## config.mk

```make
export PLATFORM = sky130hd
export DESIGN_NAME = uart_tx_scheduler
export DESIGN_NICKNAME = d
export VERILOG_FILES = /design/src/rtl/uart_tx_scheduler_pkg.sv /design/src/rtl/uart_tx_scheduler_slot.sv /design/src/rtl/uart_tx_scheduler.sv
export SDC_FILE = /design/constraint.sdc
export NUM_CORES = 1
export LEC_CHECK = 0
export CORE_UTILIZATION = 58
export DETAILED_ROUTE_END_ITERATION = 6
export MAX_ROUTING_LAYER = met4
export PLACE_DENSITY = 0.88
export SLEW_MARGIN = 20
export SYNTH_ARGS = -nofsm -noshare
export SYNTH_HDL_FRONTEND = slang
export SYNTH_SLANG_ARGS = --single-unit
```

## constraint.sdc

```tcl
create_clock -name clk -period 3.36 [get_ports clk]
set_input_delay 0.84 -clock clk [delete_from_list [all_inputs] [get_ports clk]]
set_output_delay 0.84 -clock clk [all_outputs]
set_load 0.005 [all_outputs]
```

## src/rtl/uart_tx_scheduler_pkg.sv

```systemverilog
// Shared definitions for the UART transmit scheduler.
//   state_t     : scheduler FSM states (3-bit encoding)
//   REQ_KEYPAD  : requester index of the keypad scanner
//   REQ_SWITCH  : requester index of the switch/send-button path
package uart_tx_scheduler_pkg;

  typedef enum logic [2:0] {
    IDLE      = 3'd0,
    START     = 3'd1,
    WAIT_BUSY = 3'd2,
    WAIT_DONE = 3'd3,
    GAP       = 3'd4
  } state_t;

  localparam logic REQ_KEYPAD = 1'b0;
  localparam logic REQ_SWITCH = 1'b1;

endpackage

```

## src/rtl/uart_tx_scheduler_slot.sv

```systemverilog
// One-byte holding register for a single requester.
//   clk, rst : system clock, synchronous active-high reset
//   req/data : incoming byte strobe and value
//   free     : scheduler releases the held byte this cycle
//   ovr_clr  : clears the sticky overrun flag
//   full     : a byte is held
//   held     : the held byte
//   ack      : one-cycle acceptance pulse, one cycle after req
//   ovr      : sticky overrun flag (byte dropped while full)
module tx_hold_slot
  import uart_tx_scheduler_pkg::*;
(
  input  logic       clk,
  input  logic       rst,
  input  logic       req,
  input  logic [7:0] data,
  input  logic       free,
  input  logic       ovr_clr,
  output logic       full,
  output logic [7:0] held,
  output logic       ack,
  output logic       ovr
);

  logic take;
  logic drop;

  // A slot being freed this cycle can take a new byte in the same cycle.
  always_comb begin
    take = req && (!full || free);
    drop = req && full && !free;
  end

  always_ff @(posedge clk) begin
    if (rst) begin
      full <= 1'b0;
      held <= '0;
      ack  <= 1'b0;
      ovr  <= 1'b0;
    end else begin
      ack <= take;
      if (take) begin
        held <= data;
        full <= 1'b1;
      end else if (free) begin
        full <= 1'b0;
      end
      // A new overrun takes priority over a clear in the same cycle.
      if (drop)
        ovr <= 1'b1;
      else if (ovr_clr)
        ovr <= 1'b0;
    end
  end

endmodule

```

## src/rtl/uart_tx_scheduler.sv

```systemverilog
// Round-robin scheduler sharing one UART transmitter between the keypad
// scanner (requester 0) and the switch/send-button path (requester 1).
//   clk, rst         : system clock, synchronous active-high reset
//   req0/data0/ack0  : requester 0 byte strobe, byte, acceptance pulse
//   req1/data1/ack1  : requester 1 byte strobe, byte, acceptance pulse
//   tx_data/tx_start : byte and one-cycle start pulse to the transmitter
//   tx_busy          : transmitter busy (already in clk domain)
//   busy             : scheduler not idle
//   last_grant       : most recently granted requester
//   ovr/ovr_clr      : sticky per-requester overrun flags and their clear
//   tmo              : sticky "tx_busy never rose" flag, cleared by ovr_clr
module uart_tx_scheduler
  import uart_tx_scheduler_pkg::*;
#(
  parameter int unsigned GAP_CYCLES   = 16,
  parameter int unsigned BUSY_TIMEOUT = 8191
) (
  input  logic       clk,
  input  logic       rst,
  input  logic       req0,
  input  logic [7:0] data0,
  output logic       ack0,
  input  logic       req1,
  input  logic [7:0] data1,
  output logic       ack1,
  output logic [7:0] tx_data,
  output logic       tx_start,
  input  logic       tx_busy,
  output logic       busy,
  output logic       last_grant,
  output logic [1:0] ovr,
  input  logic       ovr_clr,
  output logic       tmo
);

  localparam int unsigned TW = (BUSY_TIMEOUT > 0) ? $clog2(BUSY_TIMEOUT + 1) : 1;
  localparam int unsigned GW = (GAP_CYCLES > 0) ? $clog2(GAP_CYCLES + 1) : 1;
  localparam logic [TW-1:0] T_LAST = TW'(BUSY_TIMEOUT - 1);
  localparam logic [GW-1:0] G_LOAD = GW'(GAP_CYCLES);
  localparam logic [GW-1:0] G_ONE  = GW'(1);

  state_t        state, state_nx;
  logic [TW-1:0] tcnt, tcnt_nx;
  logic [GW-1:0] gcnt, gcnt_nx;
  logic          lg_nx;
  logic [7:0]    txd_nx;
  logic          tmo_nx;
  logic          tmo_set;
  logic          frame_free;
  logic          pick;
  logic          full0, full1;
  logic [7:0]    held0, held1;
  logic          free0, free1;

  tx_hold_slot u_slot0 (
    .clk     (clk),
    .rst     (rst),
    .req     (req0),
    .data    (data0),
    .free    (free0),
    .ovr_clr (ovr_clr),
    .full    (full0),
    .held    (held0),
    .ack     (ack0),
    .ovr     (ovr[REQ_KEYPAD])
  );

  tx_hold_slot u_slot1 (
    .clk     (clk),
    .rst     (rst),
    .req     (req1),
    .data    (data1),
    .free    (free1),
    .ovr_clr (ovr_clr),
    .full    (full1),
    .held    (held1),
    .ack     (ack1),
    .ovr     (ovr[REQ_SWITCH])
  );

  always_ff @(posedge clk) begin
    if (rst) begin
      state      <= IDLE;
      tcnt       <= '0;
      gcnt       <= '0;
      last_grant <= REQ_SWITCH;
      tx_data    <= '0;
      tmo        <= 1'b0;
    end else begin
      state      <= state_nx;
      tcnt       <= tcnt_nx;
      gcnt       <= gcnt_nx;
      last_grant <= lg_nx;
      tx_data    <= txd_nx;
      tmo        <= tmo_nx;
    end
  end

  always_comb begin
    state_nx   = state;
    tcnt_nx    = tcnt;
    gcnt_nx    = gcnt;
    lg_nx      = last_grant;
    txd_nx     = tx_data;
    tmo_set    = 1'b0;
    frame_free = 1'b0;
    pick       = last_grant;

    case (state)
      IDLE: begin
        if (full0 || full1) begin
          if (full0 && full1)
            pick = ~last_grant;
          else
            pick = full1 ? REQ_SWITCH : REQ_KEYPAD;
          lg_nx    = pick;
          txd_nx   = pick ? held1 : held0;
          state_nx = START;
        end
      end
      START: begin
        tcnt_nx  = '0;
        state_nx = WAIT_BUSY;
      end
      WAIT_BUSY: begin
        if (tx_busy) begin
          state_nx = WAIT_DONE;
        end else if (tcnt == T_LAST) begin
          tmo_set    = 1'b1;
          frame_free = 1'b1;
          gcnt_nx    = G_LOAD;
          state_nx   = GAP;
        end else begin
          tcnt_nx = tcnt + 1'b1;
        end
      end
      WAIT_DONE: begin
        if (!tx_busy) begin
          frame_free = 1'b1;
          gcnt_nx    = G_LOAD;
          state_nx   = GAP;
        end
      end
      GAP: begin
        // Exits after GAP_CYCLES cycles; a zero load still spends one cycle here.
        if (gcnt <= G_ONE)
          state_nx = IDLE;
        else
          gcnt_nx = gcnt - 1'b1;
      end
      default: state_nx = IDLE;
    endcase

    tmo_nx = tmo_set || (tmo && !ovr_clr);
  end

  // last_grant names the slot in flight from START until the frame is freed.
  always_comb begin
    free0    = frame_free && (last_grant == REQ_KEYPAD);
    free1    = frame_free && (last_grant == REQ_SWITCH);
    tx_start = (state == START);
    busy     = (state != IDLE);
  end

endmodule

```

==> results.ini, run 1 <==
[floorplan]
pin_count=38
die_area_mm2=0.00477
fp.dieW_um=69.1
die_h_um=69.1
rows=24
core_mm2=0.00432
start_util=0.603

[synthesis]
muxShareOfSynthArea=0.100
synth_top_family_by_area=simple AND/OR/NAND/NOR gates
synth_nets=304
synth_compound_area_frac=0.150
ys.flop_type=dfxtp_1
avgSynthCellArea_um2=9.38
yosysTopAreaCell=dfxtp_1
synth_fa_ha_area_frac=0.0192
synth_edf_count=0
ys_ff_latch=53
netlist_area_mm2=0.00261
netlist_instances=278
yosysUniqueCellTypes=47
ys_seq_area_frac=0.407
synthArstFlopShare=0
synthXorXnorAreaFrac=0.00671
synth_warnings=0
synth_top_cell_area_share=0.407
synth-simple-area-share=0.266
yosys-top-cells-area=dfxtp_1, mux2i_1, nand2b_1, a21oi_1, a211oi_1

[grt]
antenna_found_initial=0
grtUsageTotal=0.227
grt_max_degree=34
first_global_vias=2051
overflow=0
grt_first_pass_wirelength_mm=8.66

[hold_path]
holdCritPathClass=reg2reg
hp-start=u_slot1.ovr

[timing]
hold_violations=0
hold_ws_ns=0.476
period_minus_slack_ns=2.64
fin_skew_ns=0.00747
tns_ns=0
maxClockFrequency_mhz=379
drv_slew=0
fin_crit_sh=0.786
rsz0062_at_grt=no
max_slew.worst_pin.slew_ns=0.757
finalWorstSetupSlack_ns=0.719
slew_headroom=0.491
finalSetupViolCount=0

[routing]
vias_per_cell=5.80
drtIter0Drc=50
drc=0
postRouteAntennaNets=0
wirelength_mm=5.04
wl_per_cell_um=13.9
drt_pass1_iterations=6
vias=2107

[setup_path]
r2r-start=state[2]
path_max_fanout=10
crit_required_ns=2.52
critPathArrivalTime_ns=1.80
cp-end-kind=primary output
worstSetupStartpointType=flop
worstSetupPathType=reg2out
startpoint=state[2]

[power_and_ir_drop]
powerDensity_mw_per_mm2=461
leakagePower_uw=0.00109
ir_drop_uv=274

[layout]
antenna_cells=0
area_delta_synth_final_pct=18.3
utilization=0.714
drive_above_1_share=0.0804
nets=336

[clock_network]
cts_buffers=5
cts_tree=done
cts_sinks=53
cts_hold_buffers=0
clk_pin_slew_ns=0.09
clock_latency_ns=0.31
htreeDepth=2
cts-resized-gates=0
cts_buffer_depth=2
postCtsSetupBuffers=0
clockRootBuffer=clkbuf_8

[place]
routabilityCongestion=0.779
dp_slack_ns=0.549
portBuffers=37
dpl.hpwl_mm=3.68

[status]
status=complete, no violations

[job]
cap_viol_max_count=0

## power by group
group | switching, µW | total (µW) | leakage [µW] | internal [µW]
sequential | 45.5 | 724 | 0.000433 | 679
combinational | 138 | 302 | 0.000599 | 164
clock | 205 | 395 | 0.0000549 | 190
total | 389 | 1420 | 0.00109 | 1030
## stage by stage
step	instance area, µm²	cells	power (µW)
after floorplan	2610	278	918
after global placement	2980	355	1030
after detailed placement	2980	355	1040
after CTS	3080	363	1440
after global routing	3090	363	1490
final	3090	363	1420
## layer usage
layer  global-route usage  up-vias  share of wire
li1                     -     1065              -
met1                0.264     1002           0.44
met2                0.389       35           0.52
met3               0.0395        5          0.028
met4               0.0862        0          0.012
met5                    -        -              0
## cell type report
type | count | area, µm²
clock inverter | 1 | 8.76
clock buffer | 7 | 96.3
fill | 333 | 1240
timing repair buffer | 42 | 408
multi-input combinational | 200 | 1420
tap | 52 | 65.1
sequential | 53 | 1060
inverter | 8 | 30.0
## cell usage after synthesis (2+ instances only)
cell type	count
o21ai_0	7
dfxtp_1	53
buf_2	3
and3_1	3
nand2_1	9
inv_1	8
ha_1	4
and4_1	4
buf_4	2
nor3_1	7
o21bai_1	2
or3_1	7
or4_1	6
a211oi_1	8
o31ai_1	8
nor2_1	13
mux2i_1	25
nand4_1	6
nand2b_1	39
clkbuf_1	8
nand3_1	6
a21oi_1	18
buf_6	4
a31oi_1	5
## cell usage in the layout (no fill, tap or decap), types with 3 or more instances in the layout
cell	n
nor3_1	7
nand2b_1	39
a211oi_1	8
or3_1	7
and4_1	4
nand3_1	6
nand2_1	9
dfxtp_1	53
inv_1	8
ha_1	4
o21ai_0	7
o31ai_1	7
or4_1	6
nor2_1	13
clkbuf_8	7
a21oi_1	18
a31oi_1	5
clkdlybuf4s50_1	37
nand4_1	6
mux2i_1	25
and3_1	3
buf_4	5
## critical path, cell delays in order (launching register included)
cell,delay [ns]
dfxtp_1,0.55
inv_1,0.16
nand3b_1,0.20
inv_1,0.12
clkdlybuf4s50_1,0.45
## cells by family after synthesis
kind of cell               after synthesis
adders and majority gates                4
xor gates and xnor gates                 2
and+or+nand+nor                        111
AOI/OAI and AO/OA                       57
DFF                                     53
buffers and inverters                   25
muxes                                   26
## registers in the layout, indices dropped and copies added, names as in the netlist, 3 cells and up
name          flops
tx_data           8
u_slot0.held      8
state             3
u_slot1.held      8
tcnt             13
gcnt              5
## worst paths after layout
check                 to  slack (ns)  depth (start not counted)
min reg2reg  u_slot1.ovr        0.48                          2
max             tx_start        0.72                          4
min          u_slot1.ovr        0.48                          2
max reg2reg      tcnt[9]        1.22                          6
No activity file was read; power rests on OpenSTA's default activity.
==> inputs of run 2 (changes only) <==
--- a/config.mk
+++ b/config.mk
@@ -5,10 +5,10 @@
 export SDC_FILE = /design/constraint.sdc
 export NUM_CORES = 1
 export LEC_CHECK = 0
-export CORE_UTILIZATION = 58
+export CORE_UTILIZATION = 54
 export DETAILED_ROUTE_END_ITERATION = 6
 export MAX_ROUTING_LAYER = met4
-export PLACE_DENSITY = 0.88
+export PLACE_DENSITY = 0.83
 export SLEW_MARGIN = 20
 export SYNTH_ARGS = -nofsm -noshare
 export SYNTH_HDL_FRONTEND = slang
==> constraint.sdc (replaced) <==
create_clock -name clk -period 2.47 [get_ports clk]
set_input_delay 0.6175 -clock clk [delete_from_list [all_inputs] [get_ports clk]]
set_output_delay 0.6175 -clock clk [all_outputs]
set_load 0.005 [all_outputs]
==> run 2 against run 1 <==
Register-to-register slack got worse by 1.0 ns. Setup slack got worse by 0.56 ns. Total power up 47%. Sequential power is 36% higher. Sequential share of layout area is 0.43 points lower. Cell count grew 0.28%. Largest power group unchanged. Clock power rose by 74%.
==> results.ini, run 2 (synthesis gave the netlist of run 1 again) <==
[status]
status=complete, no violations

[power_and_ir_drop]
seqPwrFrac=0.472  ; -0.037
leakagePower_uw=0.00111  ; +2.1%
p_int_uw=1550  ; +50%
ir_drop_uv=389  ; +42%
p_sw_frac=0.257  ; -0.0166
switching_power_uw=537  ; +38%
powerDensity_mw_per_mm2=667  ; +45%
p_comb_frac=0.198  ; -0.015
power_frac_clock=0.329  ; +0.051

[floorplan]
pin_count=38  ; unchanged
start_util=0.579  ; -0.0241
core_mm2=0.00450  ; +4.2%
die_area_mm2=0.00511  ; +7.2%
fp.dieW_um=71.5  ; +3.5%
die_h_um=71.5  ; +3.5%
rows=24  ; unchanged

[timing]
fin_crit_sh=0.937
tns_ns=0  ; unchanged
slew_headroom=0.259  ; -0.232
finalWorstSetupSlack_ns=0.156  ; -0.563 ns
hold_violations=0  ; unchanged
rsz0062_at_grt=no
finalSetupViolCount=0  ; unchanged
drv_slew=0  ; unchanged
max_slew.worst_pin.slew_ns=1.10  ; +0.345 ns
fin_skew_ns=0.00423  ; -0.00323 ns
period_minus_slack_ns=2.31
maxClockFrequency_mhz=432

[setup_path]
critPathArrivalTime_ns=1.70  ; -0.10 ns
reg2regPathDepth=5  ; -1
worstSetupPathType=reg2out
ff2ff_setup_slack_ns=0.21  ; -1.01 ns
cp-end-kind=primary output
r2r-start=tcnt[1]
crit_required_ns=1.85  ; -0.67 ns
path_max_fanout=9  ; -1
worstSetupStartpointType=flop
rr_endpoint=tcnt[3]

[grt]
overflow=0  ; unchanged
grt_max_degree=60  ; +76%
first_global_vias=1992  ; -2.9%
grt_first_pass_wirelength_mm=8.87  ; +2.5%
grtUsageTotal=0.227  ; about the same
antenna_found_initial=0  ; unchanged

[layout]
fillers=362  ; +8.7%
mostFrequentLayoutCells=dfxtp_1, nand2b_1, clkdlybuf4s50_1
nets=337  ; +0.30%
multi_input_area_mm2=0.00141  ; -0.35%
top_register=tcnt
utilization=0.696  ; -0.0183
largest_reg_flops=13  ; unchanged
drive_above_1_share=0.0865  ; +0.00615
ff_latch_area_mm2=0.00106  ; +0.24%
mostFrequentLayoutCell=dfxtp_1
antenna_cells=0  ; unchanged
area_delta_synth_final_pct=20.1

[clock_network]
cts_sinks=53  ; unchanged
clockRootBuffer=clkbuf_8
cts_buffers=5  ; unchanged
clk_pin_slew_ns=0.09  ; about the same
postCtsSetupBuffers=0  ; unchanged
cts_tree=done
cts_buffer_depth=2  ; unchanged
clock_latency_ns=0.31  ; about the same
htreeDepth=2  ; unchanged

[place]
dp_slack_ns=0.0251  ; -0.523 ns
routabilityCongestion=0.823  ; +5.7%
portBuffers=37  ; unchanged
dpl.hpwl_mm=3.49  ; -5.2%

[job]
cap_viol_max_count=0  ; unchanged

[routing]
drt_pass1_iterations=4  ; -2
postRouteAntennaNets=0  ; unchanged
drtIter0Drc=147  ; +190%
vias_per_cell=5.66  ; -2.5%
wirelength_mm=5.12  ; +1.4%
vias=2060  ; -2.2%
drc=0  ; unchanged
wl_per_cell_um=14.1  ; +1.1%

[hold_path]
holdCritPathClass=reg2reg
hp-start=u_slot1.ovr
worstHoldPathCells=2  ; unchanged
whs_endpoint=u_slot1.ovr

## run 2: worst max-delay path by stage
stage          slack (ns)      from               to  cells past startpoint
2_1_floorplan        0.60   tx_busy  u_slot1.held[0]                      5
3_3_place_gp         0.08   tx_busy          tcnt[1]                      6
3_5_place_dp         0.03   tx_busy          tcnt[1]                      6
4_1_cts              0.05  state[2]         tx_start                      4
5_1_grt             0.004   tcnt[0]          tcnt[5]                      6
6_report             0.16  state[1]         tx_start                      3
## run 2: routing by layer
metal	vias up	track usage	wire, µm
li1	1066	-	-
met1	947	0.265	2400
met2	42	0.385	2480
met3	5	0.0520	177
met4	0	0.0763	64
met5	-	-	0
## run 2: metrics by stage
step,hold WS [ns],total power (µW),std cells,area (µm²)
floorplan,0.426,1250,278,2610
global placement,0.455,1410,356,3000
detailed placement,0.456,1420,356,3000
CTS,0.473,2110,364,3130
global route,0.506,2200,364,3130
finish,0.472,2090,364,3130
## run 2: what timing repair did
action / in CTS / in global routing
hold buffers: 0 / 0
endpoints found under the setup margin: 0 / 1
resized for setup: 0 / 2
## run 2: layout make-up
class | instances | area share
inverters | 8 | 0.00958
clock inverters | 3 | 0.0208
multi-input cells | 200 | 0.451
repair buffers | 43 | 0.137
flip-flops and latches | 53 | 0.339
clock buffers | 5 | 0.0220
well taps | 52 | 0.0208
## run 2: critical path, cell delays in order, from the launching register on
cell	delay (ns)
dfxtp_1	0.43
nand3b_1	0.29
inv_1	0.16
clkdlybuf4s50_1	0.51
## run 2: power by group through the flow
stage	logic, µW	registers [µW]	clock network, µW
2_1_floorplan	269	981	0
3_3_place_gp	409	1000	0
3_5_place_dp	415	1000	0
6_report	415	987	688
4_1_cts	420	986	702
5_1_grt	457	997	745
==> inputs of run 3 (changes only) <==
--- a/config.mk
+++ b/config.mk
@@ -5,6 +5,8 @@
 export SDC_FILE = /design/constraint.sdc
 export NUM_CORES = 1
 export LEC_CHECK = 0
+export CAP_MARGIN = 20
+export CORE_ASPECT_RATIO = 2
 export CORE_UTILIZATION = 54
 export DETAILED_ROUTE_END_ITERATION = 6
 export MAX_ROUTING_LAYER = met4
==> run 3 against run 2 <==
Worst hold slack lost 0.0014 ns. Critical endpoint unchanged. Cell count grew 1.4%. Fmax shrank 2.9%. Highest routed layer unchanged. Largest power group unchanged.
==> results.ini, run 3 (synthesis gave the netlist of run 1 again) <==
[status]
status=complete, no violations

[routing]
postRouteAntennaNets=0  ; unchanged
drc=0  ; unchanged
wirelength_mm=5.67  ; +11%
wl_per_cell_um=15.4  ; +9.3%
drt_pass1_iterations=6  ; +2
vias=2175  ; +5.6%
drtIter0Drc=31  ; -79%
vias_per_cell=5.89  ; +4.2%

[floorplan]
fp.dieW_um=51.1  ; -28%
pin_count=38  ; unchanged
start_util=0.562  ; -0.0172
die_area_mm2=0.00513  ; +0.33%
core_mm2=0.00464  ; +3.1%
rows=35  ; +46%
die_h_um=100  ; +40%

[layout]
fillers=397  ; +9.7%
area_delta_synth_final_pct=19.0
top_register=tcnt
final_cell_area_mm2=0.00311  ; -0.88%
largest_reg_flops=13  ; unchanged
drive_above_1_share=0.0860  ; -0.000551
nets=340  ; +0.89%
ff_latch_area_mm2=0.00106  ; -0.12%
mostFrequentLayoutCells=dfxtp_1, nand2b_1, clkdlybuf4s50_1
mostFrequentLayoutCell=dfxtp_1
multi_input_area_mm2=0.00141  ; unchanged
antenna_cells=0  ; unchanged

[place]
dpl.hpwl_mm=4.17  ; +20%
portBuffers=37  ; unchanged
routabilityCongestion=0.824  ; +0.11%
placed_area_mm2=0.00302  ; +0.88%

[setup_path]
crit_family=buffers and inverters
crit_required_ns=1.85  ; about the same
ff2ff_setup_slack_ns=0.48  ; +0.27 ns
cp-end-kind=primary output
worstSetupStartpointType=flop
max_stage_delay_ns=0.57  ; +0.06 ns
critPathArrivalTime_ns=1.77  ; +0.07 ns
path_max_fanout=9  ; unchanged
path_cells=nand3b_1, inv_1, clkdlybuf4s50_1
worstSetupPathType=reg2out
cp.buffers_inverters=2  ; unchanged
critPathSlowestCell=dfxtp_1

[timing]
period_minus_slack_ns=2.38  ; +0.0689 ns
maxClockFrequency_mhz=420  ; -2.9%
fin_skew_ns=0.0100  ; +0.00580 ns
fin_crit_sh=0.965  ; +0.0279
drv_slew=0  ; unchanged
tns_ns=0  ; unchanged
hold_violations=0  ; unchanged
rsz0062_at_grt=no
max_slew.worst_pin.slew_ns=0.776  ; -0.325 ns
finalSetupViolCount=0  ; unchanged
slew_headroom=0.478  ; +0.218

[power_and_ir_drop]
p_comb_frac=0.223  ; +0.025
leakagePower_uw=0.00110  ; -1.3%
powerDensity_mw_per_mm2=610  ; -8.5%
seqPwrFrac=0.522  ; +0.050
power_frac_clock=0.255  ; -0.074
p_sw_frac=0.287  ; +0.0302
p_int_uw=1350  ; -13%
switching_power_uw=544  ; +1.3%
ir_drop_uv=553  ; +42%
total_power_uw=1890  ; -9.3%

[grt]
top_usage_layer=met2
antenna_found_initial=0  ; unchanged
grt_use_met2=0.426  ; +0.0409
use_met1=0.239  ; -0.0257
grt_first_pass_wirelength_mm=9.11  ; +2.6%
first_global_vias=2010  ; +0.90%
overflow=0  ; unchanged
grt_util_met3=0.0439  ; -0.00810
grtUsageTotal=0.241  ; +0.0144
grt_max_degree=48  ; -20%

[clock_network]
htreeDepth=2  ; unchanged
clockRootBuffer=clkbuf_8
clk_pin_slew_ns=0.09  ; about the same
clock_latency_ns=0.32  ; about the same
cts_tree=done
cts_buffer_depth=2  ; unchanged
cts_buffers=5  ; unchanged
cts_hold_buffers=0  ; unchanged
cts_sinks=53  ; unchanged

[hold_path]
holdCritPathClass=reg2reg

[job]
cap_viol_max_count=0  ; unchanged

run 3: cell types whose count changed in the layout (fill, tap and decap cells not counted):
cell / before / now
clkinv_4: 0 / 1
clkinv_2: 1 / 0
dfxtp_1: 51 / 52
bufinv_16: 2 / 0
buf_4: 5 / 8
dfxtp_2: 2 / 1
clkbuf_1: 0 / 1
run 3: per-stage QoR:
step | utilization | hold WS, ns | setup WS, ns | cells
floorplan | - | 0.426 | 0.605 | 278
global placement | 0.651 | 0.450 | 0.0933 | 362
detailed placement | 0.651 | 0.456 | 0.00326 | 362
CTS | 0.669 | 0.471 | 0.0744 | 369
global route | 0.669 | 0.489 | 0.0237 | 369
finish | 0.669 | 0.470 | 0.0871 | 369
run 3: path summary, 6_finish.rpt:
kind	start	endpoint	cells after the start
setup / recovery	state[0]	tx_start	3
hold / removal	u_slot1.ovr	u_slot1.ovr	2
setup reg to reg	state[1]	tcnt[9]	5
hold reg to reg	u_slot1.ovr	u_slot1.ovr	2
run 3: area by class of cell:
| type | instances | share of cell area |
|---|---|---|
| inverters | 8 | 0.00967 |
| repair buffers | 46 | 0.145 |
| well taps | 55 | 0.0222 |
| multi-input cells | 200 | 0.455 |
| clock buffers | 6 | 0.0234 |
| flip-flops and latches | 53 | 0.342 |
| clock inverters | 1 | 0.00282 |
run 3: repair_timing:
action,in CTS,in global routing
buffers inserted,0,0
resized for setup,0,1
endpoints found under the setup margin,0,1
run 3: power groups by stage:
stage	clock (µW)	combinational [µW]	sequential [µW]
after floorplan	0	269	981
after global placement	0	415	1010
after detailed placement	0	421	1010
after CTS	492	424	988
after global routing	526	459	998
final	484	422	988
run 3: routing by layer:
| metal | wire length [µm] | part of all wire |
|---|---|---|
| met5 | 0 | 0 |
| met1 | 2210 | 0.39 |
| met3 | 192 | 0.034 |
| met4 | 192 | 0.034 |
| met2 | 3070 | 0.54 |
run 3: worst register-to-register path, stage by stage (launching register included):
cell,delay (ns)
dfxtp_1,0.55
nand3b_1,0.23
inv_1,0.11
nor4_1,0.70
or4_1,0.21
a21oi_1,0.06
